==> config.mk <==
export PLATFORM = sky130hd
export DESIGN_NAME = uart_onchip_memory2_arbiter
export DESIGN_NICKNAME = d
export VERILOG_FILES = /design/src/rtl/uart_onchip_memory2_arbiter.sv
export SDC_FILE = /design/constraint.sdc
export NUM_CORES = 1
export LEC_CHECK = 0
export ABC_CLOCK_PERIOD_IN_PS = 1500
export CAP_MARGIN = 10
export CORE_AREA = 2 2 107 109
export DETAILED_ROUTE_END_ITERATION = 8
export DIE_AREA = 0 0 109 111
export PLACE_DENSITY = 0.76
export SLEW_MARGIN = 20
export SYNTH_ARGS = -nofsm -noshare
export SYNTH_HDL_FRONTEND = slang
export SYNTH_SLANG_ARGS = --single-unit
==> constraint.sdc <==
create_clock -name clk -period 1.5 [get_ports clk]
set_input_delay 0.3 -clock clk [delete_from_list [all_inputs] [get_ports clk]]
set_output_delay 0.3 -clock clk [all_outputs]
set_load 0.1 [all_outputs]
==> src/rtl/uart_onchip_memory2_arbiter.sv <==
// Two-master round-robin arbiter in front of a single-port synchronous RAM.
// Grants are combinational; read data returns through a 2-stage (valid, id) pipeline.
module uart_onchip_memory2_arbiter #(
    parameter int ADDR_W = 10,
    parameter int DATA_W = 32,
    localparam int BE_W  = DATA_W / 8
) (
    input  logic              clk,
    input  logic              reset_n,

    input  logic [ADDR_W-1:0] m0_address,
    input  logic [BE_W-1:0]   m0_byteenable,
    input  logic              m0_read,
    input  logic              m0_write,
    input  logic [DATA_W-1:0] m0_writedata,
    output logic              m0_waitrequest,
    output logic [DATA_W-1:0] m0_readdata,
    output logic              m0_readdatavalid,

    input  logic [ADDR_W-1:0] m1_address,
    input  logic [BE_W-1:0]   m1_byteenable,
    input  logic              m1_read,
    input  logic              m1_write,
    input  logic [DATA_W-1:0] m1_writedata,
    output logic              m1_waitrequest,
    output logic [DATA_W-1:0] m1_readdata,
    output logic              m1_readdatavalid,

    output logic [ADDR_W-1:0] mem_address,
    output logic [BE_W-1:0]   mem_byteenable,
    output logic              mem_chipselect,
    output logic              mem_write,
    output logic [DATA_W-1:0] mem_writedata,
    output logic              mem_clken,
    input  logic [DATA_W-1:0] mem_readdata
);

    logic              req0, req1;
    logic              gnt0, gnt1;
    logic              rd_issue;
    logic              ptr_q, ptr_d;
    logic              vld_p0_q, id_p0_q;
    logic              m0_rdv_q, m1_rdv_q;
    logic [DATA_W-1:0] m0_rdata_q, m1_rdata_q;

    assign req0 = m0_read | m0_write;
    assign req1 = m1_read | m1_write;

    // ptr_q = 0 gives m0 priority on a collision, 1 gives m1 priority
    always_comb begin
        gnt0 = req0 & (~req1 | ~ptr_q);
        gnt1 = req1 & (~req0 |  ptr_q);
    end

    always_comb begin
        ptr_d = ptr_q;
        if (gnt0) begin
            ptr_d = 1'b1;
        end else if (gnt1) begin
            ptr_d = 1'b0;
        end
    end

    // A simultaneous read+write is a write only and never enters the read pipeline
    assign rd_issue = (gnt0 & m0_read & ~m0_write) | (gnt1 & m1_read & ~m1_write);

    always_comb begin
        m0_waitrequest = req0 & ~gnt0;
        m1_waitrequest = req1 & ~gnt1;
        mem_chipselect = gnt0 | gnt1;
        mem_write      = (gnt0 & m0_write) | (gnt1 & m1_write);
        mem_address    = gnt1 ? m1_address   : m0_address;
        mem_writedata  = gnt1 ? m1_writedata : m0_writedata;
        mem_byteenable = {BE_W{1'b1}};
        if (gnt0 && m0_write) begin
            mem_byteenable = m0_byteenable;
        end else if (gnt1 && m1_write) begin
            mem_byteenable = m1_byteenable;
        end
    end

    assign mem_clken = reset_n;

    // Stage p0: read accepted, RAM q available next cycle; stage p1: q captured, strobe out
    always_ff @(posedge clk or negedge reset_n) begin
        if (!reset_n) begin
            ptr_q      <= 1'b0;
            vld_p0_q   <= 1'b0;
            id_p0_q    <= 1'b0;
            m0_rdv_q   <= 1'b0;
            m1_rdv_q   <= 1'b0;
            m0_rdata_q <= '0;
            m1_rdata_q <= '0;
        end else begin
            ptr_q    <= ptr_d;
            vld_p0_q <= rd_issue;
            id_p0_q  <= gnt1;
            m0_rdv_q <= vld_p0_q & ~id_p0_q;
            m1_rdv_q <= vld_p0_q &  id_p0_q;
            if (vld_p0_q && !id_p0_q) begin
                m0_rdata_q <= mem_readdata;
            end
            if (vld_p0_q && id_p0_q) begin
                m1_rdata_q <= mem_readdata;
            end
        end
    end

    assign m0_readdata      = m0_rdata_q;
    assign m1_readdata      = m1_rdata_q;
    assign m0_readdatavalid = m0_rdv_q;
    assign m1_readdatavalid = m1_rdv_q;

endmodule

==> reports/results.txt <==
Status: complete, but fails checks
Failing checks: setup timing
Initial core utilization: 30.1%
Via count: 2856
Clock buffer count from CTS: 9
Slew headroom: 76.0%
Final hold slack: 0.0501 ns
CP max-delay cell: dfrtp_1
N_diodes: 0
Mapped Area: 3330 um^2
Initial antenna violation count: 0
Critical Path End Type: output port
Largest net degree at the start of global routing: 70
GRT Total Usage: 20.2%
Yosys top cell area share: 51.8%
Fin area: 7740 um^2
Synth Area per Inst: 15.6 um^2
Post-synth EDFFs: 0
RSZ-0062 raised after global routing: yes
Library cells used by synthesis: 16
Ys async rst share: 100%
Area leader, netlist: dfrtp_1
Worst path max stage delay: 0.39 ns
DR WL/cell: 19.0 um
Congestion Overflow GR: 0
Hold Crit Class: in -> async
Critical-path cell list: o21bai_4, o21ai_4, buf_6, buf_12, mux2_4, buf_12
Cell chosen for the clock root: clkbuf_16
Number of global-route vias before repair: 3313
Endpoints failing setup: 49
HPWL Detailed: 9.90 mm
Max H-tree Level: 3
Fin. max-slew vios: 0
Critical path class: reg -> out
Nets: 612
Critical path buffer and inverter count: 3
Required time of the critical path: 1.20 ns
GP Congestion: 0.878
Main synth FF type: dfrtp_1
Fin crit share: 140%
Leak: 3.44 nW
CP dominant cell by count: buf_12
Total Routed Length: 12.0 mm
DRT iter0 DRCs: 88
Pin slew with the least headroom to its limit: 0.361 ns
Crit path max-delay family: buffers and inverters
Final design utilization: 69.9%
Reg clk slew, reported paths: 0.05 ns
Most numerous cell in the Yosys netlist: dfrtp_1
Seq cells post-synth: 69
Peak supply drop: 0.00138 V
Layout area overhead: 132%
CTS sink count: 69
Clock Skews: 0.00491 ns
Ys Warns: 0
Syn nets: 343
Post-synthesis sequential area ratio: 51.8%
DRC Markers: 0
Die Span Y: 111 um
Final ANT Viol Nets: 0
# IOs: 247
Core box area: 11100 um^2
Setup TNS: -25.66 ns
Dpl cell area: 7260 um^2
Worst Path Max Fanout: 7
Fmax: 475 MHz
Final hold viol count: 0
Max Cap Viol: 0
CTS tree: built
Rows: 39
Synth top cells by count: dfrtp_1 (69), mux2_2 (67), mux2_4 (39)
Tmin final: 2.11 ns
Clk_lat worst skew: 0.32 ns
Port Buffers: 246
Post-synthesis cell count: 213
Layout cells sized above 1: 57.7%
Vias per cell: 4.53
First-pass GRT wire length: 18.1 mm
Initial DRT Pass Iterations: 4
Worst setup SP type: flop
CTS Buffer Depth: 2
Top post-synthesis cells by area: dfrtp_1 (52%), mux2_2 (23%), mux2_4 (18%)
Pwr/cell area: 2110 nW/um^2
Die Wd: 109 um
Die area: 12100 um^2
Critical Path AT: 1.81 ns
Fin worst setup slack: -0.605 ns
[what timing repair did]
action,in CTS,in global routing
buffers inserted,6,3
pin swaps,6,2
cloned,2,1
gates resized for setup,27,7
hold buffers,0,0
endpoints found under the setup margin,50,50
[kinds of logic (layout without fill, tap and decap cells)]
logic type | after synthesis | in the layout | synth area share [%]
buffers and inverters | 17 | 291 | 3.64
and+or+nand+nor | 10 | 10 | 1.20
muxes | 106 | 106 | 40.2
DFF | 69 | 69 | 51.8
AOI/OAI and AO/OA | 11 | 11 | 3.15
[sequential cells by signal (all words and copies together) (netlist names)]
signal and flops:
m1_readdatavalid 1, vld_p0_q 1, m0_readdata 32, m0_readdatavalid 1, id_p0_q 1, ptr_q 1
m1_readdata 32
[path summary, 6_finish.rpt]
check,start,to,slack [ns],cells after the start
worst max-delay path,ptr_q,mem_writedata[30],-0.61,6
worst min-delay path,reset_n,m0_readdata[19],0.05,2
worst max register to register,vld_p0_q,m1_readdata[12],0.25,3
worst min register to register,m1_readdata[18],m1_readdata[18],0.57,1
max in group asynchronous,reset_n,m0_readdata[3],1.17,2
min in group clk,m1_write,vld_p0_q,0.45,3
[area by class of cell]
| class | count | area, um^2 |
|---|---|---|
| repair buffers | 270 | 3920 |
| fillers | 716 | 3330 |
| flip-flops and latches | 69 | 1730 |
| multi-input cells | 127 | 1600 |
| clock buffers | 12 | 246 |
| well taps | 143 | 179 |
| clock inverters | 4 | 47.5 |
| inverters | 5 | 18.8 |
[metal layers]
layer	wire length (um)	share of wire [%]	up-vias	GRT usage (%)
li1	-	-	1301	-
met1	3620	30	1372	18.9
met3	1040	8.7	22	6.23
met2	6890	58	161	39.0
met4	427	3.6	0	8.97
met5	0	0	-	0
[where the power goes]
| part | total [mW] | switching [mW] | internal [mW] |
|---|---|---|---|
| logic | 11.1 | 6.89 | 4.23 |
| registers | 3.14 | 0.663 | 2.48 |
| clock network | 2.06 | 0.732 | 1.33 |
[metrics by stage]
stage                     power [mW]  worst slack, ns  instances
after floorplan                 9.71           -0.172        213
after global placement          14.1           -0.598        606
after detailed placement        14.2           -0.655        606
after CTS                       16.4           -0.598        629
after global routing            16.8           -0.662        630
final                           16.3           -0.605        630
[placed cells by master, fill, tap and decap left out, drive strengths merged, types with 2 or more instances in the layout]
cell type / n
dlygate4sd2: 2
clkdlybuf4s50: 124
nand2: 5
o22a: 4
dfrtp: 69
buf: 141
mux2: 106
clkinv: 2
inv: 5
nor2: 4
o21ai: 4
clkbuf: 15
(Power assumes the default switching activity.)
